### src/rtl/dct_seq_pkg.sv
// Shared types and helpers for the NxN transform sequencer: state encoding,
// parameter legality and sample-address formation.
package dct_seq_pkg;

    typedef enum logic [1:0] {
        IDLE   = 2'd0,
        ISSUE  = 2'd1,
        DRAIN  = 2'd2,
        RESULT = 2'd3
    } seq_state_e;

    function automatic bit params_legal(input int log2_n, input int rd_lat, input int mac_lat);
        return (log2_n >= 1) && (log2_n <= 4) &&
               (rd_lat >= 1) && (rd_lat <= 4) &&
               (mac_lat >= 1) && (mac_lat <= 4);
    endfunction

    // Row-major address, or column-major when mode is set; caller truncates to its ADDR_W.
    function automatic logic [7:0] addr_of(input logic [3:0] row, input logic [3:0] col,
                                           input logic mode, input int log2_n);
        logic [7:0] r8;
        logic [7:0] c8;
        r8 = {4'b0, row};
        c8 = {4'b0, col};
        return mode ? ((c8 << log2_n) | r8) : ((r8 << log2_n) | c8);
    endfunction

endpackage

### src/rtl/dct_seq_ctrl_delay.sv
// Fixed-depth shift register with synchronous flush; carries the read strobe
// and first-read flag across the sample-memory latency.
module dct_seq_delay #(
    parameter int WIDTH = 2,
    parameter int DEPTH = 2
) (
    input  logic             clk_i,
    input  logic             rst_ni,
    input  logic             flush_i,
    input  logic [WIDTH-1:0] d_i,
    output logic [WIDTH-1:0] q_o
);

    logic [WIDTH-1:0] pipe_q [DEPTH];

    always_ff @(posedge clk_i or negedge rst_ni) begin
        if (!rst_ni) begin
            for (int i = 0; i < DEPTH; i++) pipe_q[i] <= '0;
        end else if (flush_i) begin
            for (int i = 0; i < DEPTH; i++) pipe_q[i] <= '0;
        end else begin
            pipe_q[0] <= d_i;
            for (int i = 1; i < DEPTH; i++) pipe_q[i] <= pipe_q[i-1];
        end
    end

    assign q_o = pipe_q[DEPTH-1];

endmodule

### src/rtl/dct_seq_ctrl.sv
// Sequencer for the NxN 2-D transform: per output coefficient it issues all N*N
// sample reads, then drains the read/MAC latency and flags the result.
module dct_seq_ctrl
    import dct_seq_pkg::*;
#(
    parameter  int LOG2_N  = 3,
    parameter  int RD_LAT  = 2,
    parameter  int MAC_LAT = 1,
    localparam int ADDR_W  = 2 * LOG2_N
) (
    input  logic              clk,
    input  logic              rst_in,
    input  logic              start,
    input  logic              abort,
    input  logic              hold,
    input  logic              mode,
    output logic              rd_en,
    output logic [ADDR_W-1:0] address,
    output logic              mac_en,
    output logic              acc_clr,
    output logic [LOG2_N-1:0] in_row,
    output logic [LOG2_N-1:0] in_col,
    output logic [LOG2_N-1:0] out_row,
    output logic [LOG2_N-1:0] out_col,
    output logic              ready,
    output logic              busy,
    output logic              done
);

    localparam int                DRAIN_LEN = RD_LAT + MAC_LAT;
    localparam logic [ADDR_W-1:0] LAST_IDX  = '1;

    if (!params_legal(LOG2_N, RD_LAT, MAC_LAT)) begin : g_bad_params
        $error("dct_seq_ctrl: LOG2_N, RD_LAT or MAC_LAT out of range");
    end

    seq_state_e        state_q, state_d;
    logic [ADDR_W-1:0] in_q, in_d;
    logic [ADDR_W-1:0] out_q, out_d;
    logic [3:0]        drain_q, drain_d;
    logic              mode_q, mode_d;
    logic              issue;
    logic              first;
    logic [1:0]        dly_q;

    always_ff @(posedge clk or negedge rst_in) begin
        if (!rst_in) begin
            state_q <= IDLE;
            in_q    <= '0;
            out_q   <= '0;
            drain_q <= '0;
            mode_q  <= 1'b0;
        end else begin
            state_q <= state_d;
            in_q    <= in_d;
            out_q   <= out_d;
            drain_q <= drain_d;
            mode_q  <= mode_d;
        end
    end

    always_comb begin
        state_d = state_q;
        in_d    = in_q;
        out_d   = out_q;
        drain_d = drain_q;
        mode_d  = mode_q;
        issue   = 1'b0;
        ready   = 1'b0;
        done    = 1'b0;
        case (state_q)
            IDLE: begin
                if (start) begin
                    state_d = ISSUE;
                    mode_d  = mode;
                    in_d    = '0;
                    out_d   = '0;
                end
            end
            ISSUE: begin
                if (!hold) begin
                    issue = 1'b1;
                    in_d  = in_q + ADDR_W'(1);
                    if (in_q == LAST_IDX) begin
                        state_d = DRAIN;
                        drain_d = '0;
                    end
                end
            end
            DRAIN: begin
                drain_d = drain_q + 4'd1;
                if (drain_q == 4'(DRAIN_LEN - 1)) state_d = RESULT;
            end
            RESULT: begin
                ready = 1'b1;
                out_d = out_q + ADDR_W'(1);
                if (out_q == LAST_IDX) begin
                    done    = 1'b1;
                    state_d = IDLE;
                end else begin
                    state_d = ISSUE;
                end
            end
            default: state_d = IDLE;
        endcase
        // Abort wins over everything, including a start seen in the same cycle.
        if (abort) begin
            state_d = IDLE;
            in_d    = '0;
            out_d   = '0;
            drain_d = '0;
            ready   = 1'b0;
            done    = 1'b0;
        end
    end

    assign first = issue && (in_q == '0);

    // ROM fetch for in_row/in_col shares the read latency, so only the strobes are delayed.
    dct_seq_delay #(
        .WIDTH (2),
        .DEPTH (RD_LAT)
    ) u_delay (
        .clk_i   (clk),
        .rst_ni  (rst_in),
        .flush_i (abort),
        .d_i     ({issue, first}),
        .q_o     (dly_q)
    );

    assign rd_en   = issue;
    assign mac_en  = dly_q[1];
    assign acc_clr = dly_q[0];
    assign in_row  = in_q[ADDR_W-1:LOG2_N];
    assign in_col  = in_q[LOG2_N-1:0];
    assign out_row = out_q[ADDR_W-1:LOG2_N];
    assign out_col = out_q[LOG2_N-1:0];
    assign busy    = (state_q != IDLE);
    assign address = ADDR_W'(addr_of(4'(in_row), 4'(in_col), mode_q, LOG2_N));

endmodule

### config.mk
export PLATFORM = sky130hd
export DESIGN_NAME = dct_seq_ctrl
export DESIGN_NICKNAME = d
export VERILOG_FILES = /design/src/rtl/dct_seq_pkg.sv /design/src/rtl/dct_seq_ctrl_delay.sv /design/src/rtl/dct_seq_ctrl.sv
export SDC_FILE = /design/constraint.sdc
export NUM_CORES = 1
export LEC_CHECK = 0
export CAP_MARGIN = 20
export CORE_MARGIN = 5
export CORE_UTILIZATION = 40
export CTS_CLUSTER_SIZE = 20
export DETAILED_ROUTE_END_ITERATION = 16
export GPL_TIMING_DRIVEN = 0
export PLACE_DENSITY = 0.65
export SYNTH_ARGS = -nofsm -noshare
export SYNTH_HDL_FRONTEND = slang
export SYNTH_HIERARCHICAL = 1
export SYNTH_SLANG_ARGS = --single-unit
export TNS_END_PERCENT = 10
### constraint.sdc
create_clock -name clk -period 2.5 [get_ports clk]
set_clock_uncertainty 0.15 [all_clocks]
set_input_delay 0.625 -clock clk [delete_from_list [all_inputs] [get_ports clk]]
set_output_delay 0.625 -clock clk [all_outputs]
set_load 0.02 [all_outputs]
; Word-level counts from Yosys, hierarchy flattened
; Cells that the tools add are included.
[totals]
reg_bits = 23
input_bits = 6
out_inout_bits = 24
[op_classes]
reduce_logical = 12
bitwise_logic = 2
add_sub_neg = 3
mux = 26
n_eq_ne = 10
[ops]
columns = cell, n
row1 = two-way mux 6 bit, 5
row2 = one-hot mux 6 bit (2 select lines), 2
row3 = two-way mux 4 bit, 4
row4 = adder 6 x 1 -> 6 bit (second input constant), 2
row5 = equality test 6 bit (second input constant), 2
row6 = != test 3 bit (second input constant), 4
row7 = bitwise OR 6 x 3 -> 6 bit, 2
row8 = two-way mux 2 bit, 5
row9 = nonzero test 3 bit, 3
row10 = two-way mux 1 bit, 8
row11 = one-hot mux 2 bit (4 select lines), 1
row12 = one-hot mux 4 bit (2 select lines), 1
row13 = zero test 6 bit, 1
row14 = AND reduction 3 bit, 2
row15 = adder 4 x 1 -> 4 bit (second input constant), 1
row16 = equality test 2 bit (second input constant), 2
row17 = equality test 4 x 2 -> 1 bit (second input constant), 1
row18 = AND reduction 2 bit, 2
row19 = AND reduction 4 bit, 1
row20 = equality test 2 x 1 -> 1 bit (second input constant), 1
row21 = zero test 2 bit, 1
row22 = nonzero test 2 bit, 1
row23 = logical AND 1 bit, 1

; Longest topological paths before layout
[depth]
depth_word = 5
ltp_mapped = 6
ltp_nobuf = 6

; Cells and area by module
; The synthesis kept the hierarchy.
[by_module_without_submodules]
columns = mod, seq_area_each_um2, n_inst, area_per_inst_um2, cells_each
row1 = dct_seq_ctrl, 475.5, 1, 1266.2, 144
row2 = dct_seq_delay, 100.1, 1, 140.1, 10

; Worst setup path after synthesis
; Ideal clock, no wire load.
[synth_timing]
path_kind = in2out
startpoint = in abort
endpoint = out done
setup_slack_ps = 455
arrival_ps = 1270
cell_stages = 3
n_path_buf = 1
required_time_ps = 1725
cell_sequence = buf_2 nand2b_1 nor2_1
[synth_between]
elab_chain_cells = 1
[synth_lines]
columns = element, line_no
row1 = start: declaration, dct_seq_ctrl.sv:14  ; input logic abort,
row2 = two-way mux 1 bit, dct_seq_ctrl.sv:107  ; if (abort) begin
row3 = end: declaration, dct_seq_ctrl.sv:27  ; output logic done
; Every way passes these cells.

; Worst setup path after layout
[layout_timing]
startpoint = reg state_q[1]
endpoint = out rd_en
[layout_between]
elab_chain_cells = 2
[layout_lines]
columns = element, line_no
row1 = start: declaration, dct_seq_ctrl.sv:37  ; seq_state_e state_q, state_d;
row2 = start signal: assignment, dct_seq_ctrl.sv:54  ; state_q <= state_d;
row3 = equality test 2 x 1 -> 1 bit, dct_seq_ctrl.sv:71  ; case (state_q)
row4 = two-way mux 1 bit, dct_seq_ctrl.sv:71
row5 = end: declaration, dct_seq_ctrl.sv:17  ; output logic rd_en,
; Every way passes these cells.

==> metrics.md <==
| Metric | Value |
|---|---|
| Die X | `69.3 um` |
| Port bufs | `29` |
| Clock Path Buffers | `2` |
| Number of max-cap violations | `0` |
| Number of antenna diodes | `0` |
| Pre-antenna DRT Iters | `4` |
| Seq cells post-synth | `23` |
| Logic pwr share | `41.0%` |
| Async S/R FF share, synth | `100%` |
| Synthesized instance count | `around 150` |
| Dpl ws | `-0.543 ns` |
| Post-synthesis sequential area ratio | `40.9%` |
| Main synth FF type | `dfrtp_1` |
| Number of remaining DRC errors | `0` |
| RR Endpoint | `out_q[4]` |
| Yosys warns | `6` |
| Worst setup EP type | `output pin` |
| Area contributors post-synth | `dfrtp_1, ha_1, o21ai_0, nand2_1, nand3_1` |
| Core Util, Final | `between 50% and 60%` |
| Final WL | `approximately 3100 um` |
| Final #Nets | `204` |
| Area Overhead vs Synth | `29.2%` |
| DIE AREA | `0.00480 mm2` |
| Switching share of power | `38.9%` |
| Vias post-DR | `1223` |
| Metal2 WL | `between 1500 and 2000 um` |
| Final setup vio count | `0` |
| Slew margin rel. | `64.7%` |
| # fillers | `around 360` |
| Core Area | `0.00336 mm2` |
| Pwr/cell area | `between 500 and 600 mW/mm2` |
| Total grt overflow | `0` |
| Final Max Slew Viols | `0` |
| IO Pins | `30` |
| Vias per cell | `approximately 5.2` |
| Crit path kind | `register to output pin` |
| Crit. Startpoint | `state_q[1]` |
| DR WL met3 | `92 um` |
| Worst path arrival time | `1.64 ns` |
| Hold Crit Class | `register to register` |
| Crit path time final | `around 2.4 ns` |
| Initial antenna violation count | `0` |
| Syn nets | `169` |
| Final WS setup | `0.0891 ns` |
| Routed WL per cell | `13.3 um` |
| Skew-Pair Late Insertion Delay | `between 0.3 and 0.4 ns` |
| Clk root buf | `clkbuf_4` |
| Setup repair bufs after CTS | `0` |
| Total CTS buffers | `3` |
| Fin. Hold Viols | `0` |
| DR iter-0 viols | `65` |
| Metal1 wirelength | `between 1000 and 1500 um` |
| Layout cell share with drive strength beyond 1 | `16.0%` |
| Tcrit/Tclk final | `between 90% and 100%` |
| Register area | `581 um2` |
| CP Max Fanout | `6` |
| Htree depth | `1` |
| CP startpoint kind | `register` |
| Initial core utilization | `41.8%` |
| RSZ-0062 raised after global routing | `true` |
| Multi-input logic area | `781 um2` |
| Post-Syn Area | `0.00141 mm2` |
| GRT Overall Usage | `between 10% and 20%` |
| Leak | `around 0.84 nW` |
| Flop pwr share | `42.4%` |
| Psw | `0.413 mW` |
| Remaining antenna violation count | `0` |
| Max VDD drop | `328 uV` |
| HPWL after DPL | `2350 um` |
| Vias in the first global route | `1220` |
| Clock power frac | `16.6%` |
| Critical Path End | `rd_en` |
| Cell taking the most area after synthesis | `dfrtp_1` |
| CTS tree | `built` |
| Hold-fix buffer count after cts | `0` |
| Cell count of the worst reg-to-reg path | `6` |
| First-pass GRT wire length | `5560 um` |
| Number of library cell types mapped by synthesis | `35` |
| Status | `finished, final reports clean` |
| Fmax | `approximately 410 MHz` |
| Avg Inst Size Synth | `a little over 9 um2` |
| Reg2reg start | `state_q[1]` |
| Clock sinks | `23` |
| WP data required | `1.73 ns` |
| Top-area cell type share of the netlist area | `40.9%` |
| EDFF count, synth | `0` |
| Reg2Reg Setup Slack | `slightly below 0.5 ns` |
| Worst-Margin Slew | `~0.53 ns` |
| Highest Signal Layer | `met4` |
| Int Power | `around 0.65 mW` |
| Die H | `69.3 um` |
| Std-Cell Rows | `21` |
| Reg clk slew, reported paths | `0.12 ns` |
| Largest net degree at the start of global routing | `24` |
| RD Place Congestion | `0.822` |
layout make-up:
class	instances	share of cell area [%]
buffer	4	1.72
clock buffer	4	1.45
inverter	9	1.86
multi-input combinational	118	43.0
sequential	23	32.0
tap	46	3.17
timing repair buffer	30	16.9
routing by layer:
layer,global-route usage [%],vias up
met5,0,-
met4,5.21,0
met3,2.17,2
met2,22.8,18
met1,17.9,586
li1,-,617
layout by cell type (no fill, tap or decap), types with 5 or more instances in the layout:
cell type	Yosys	routed
nor2b_1	6	6
dfrtp_1	23	19
o21ai_0	17	17
nand3_1	13	13
dlygate4sd2_1	0	6
clkdlybuf4s50_1	0	18
o31ai_1	5	5
mux2_2	5	5
ha_1	9	7
nor2_1	11	10
nand2_1	18	18
nand2b_1	5	5
inv_1	9	9
state kept, by name, indices dropped and copies added, names as in the netlist:
name and count:
in_q 6, out_q 6, drain_q 4, state_q 2
u_delay/pipe_q 2, u_delay/q_o 2, mode_q 1
power groups by stage:
stage / Combinational (mW) / Sequential, mW / Clock, mW
2_1_floorplan: 0.298 / 0.452 / 0
5_1_grt: 0.488 / 0.460 / 0.204
3_3_place_gp: 0.427 / 0.452 / 0
3_5_place_dp: 0.437 / 0.452 / 0
6_report: 0.435 / 0.451 / 0.176
4_1_cts: 0.429 / 0.448 / 0.185
through the flow:
| step | instances | power, mW | setup TNS [ns] | hold WS [ns] | cell area (um2) |
|---|---|---|---|---|---|
| 3_3_place_gp | 229 | 0.879 | -1.26 | 0.292 | 1750 |
| 5_1_grt | 234 | 1.15 | -0.0444 | 0.375 | 1820 |
| 2_1_floorplan | 154 | 0.750 | 0 | 0.179 | 1410 |
| 6_report | 234 | 1.06 | 0 | 0.331 | 1820 |
| 3_5_place_dp | 229 | 0.890 | -1.28 | 0.305 | 1750 |
| 4_1_cts | 233 | 1.06 | -0.0557 | 0.334 | 1780 |
timing repair:
action,in CTS,in global routing
resized for setup,17,10
pin swaps,0,0
endpoints found under the setup margin,10,6
cloned,0,0
logic make-up after synthesis:
kind of cell	synth area share, %
buffers and inverters	4.09
AND/OR/NAND/NOR	24.7
AO/OA/AOI/OAI	16.2
flip-flops	40.9
adder cells (fa/ha/maj)	8.01
XOR/XNOR	0.623
multiplexers	5.43
how the worst min path moves through the flow:
stage	start	to	slack (ns)	cells past startpoint
finish	u_delay/pipe_q[2]	u_delay/q_o[0]	0.33	1
global route	u_delay/pipe_q[2]	u_delay/q_o[0]	0.37	1
CTS	u_delay/pipe_q[2]	u_delay/q_o[0]	0.33	1
detailed placement	u_delay/pipe_q[2]	u_delay/q_o[0]	0.31	1
global placement	u_delay/pipe_q[2]	u_delay/q_o[0]	0.29	1
floorplan	rst_in	drain_q[0]	0.18	0
worst max-delay path, stage by stage, from the launching register on:
cell             delay [ns]
dfrtp_2                0.46
inv_1                  0.11
ha_2                   0.25
inv_1                  0.12
nor2_2                 0.12
clkdlybuf4s15_2        0.27
Yosys cell counts (2+ instances only):
cell type,count
mux2i_1,2
and4b_1,2
nand2_1,18
ha_1,9
or4_1,2
nand4_1,2
buf_4,2
o31ai_1,5
inv_1,9
mux2_2,5
a21oi_2,2
nor2_1,11
nand3_1,13
dfrtp_1,23
o21ai_0,17
nor2b_1,6
nand2b_1,5
a31oi_1,4
Note: power is estimated with default switching activity, not from simulation.
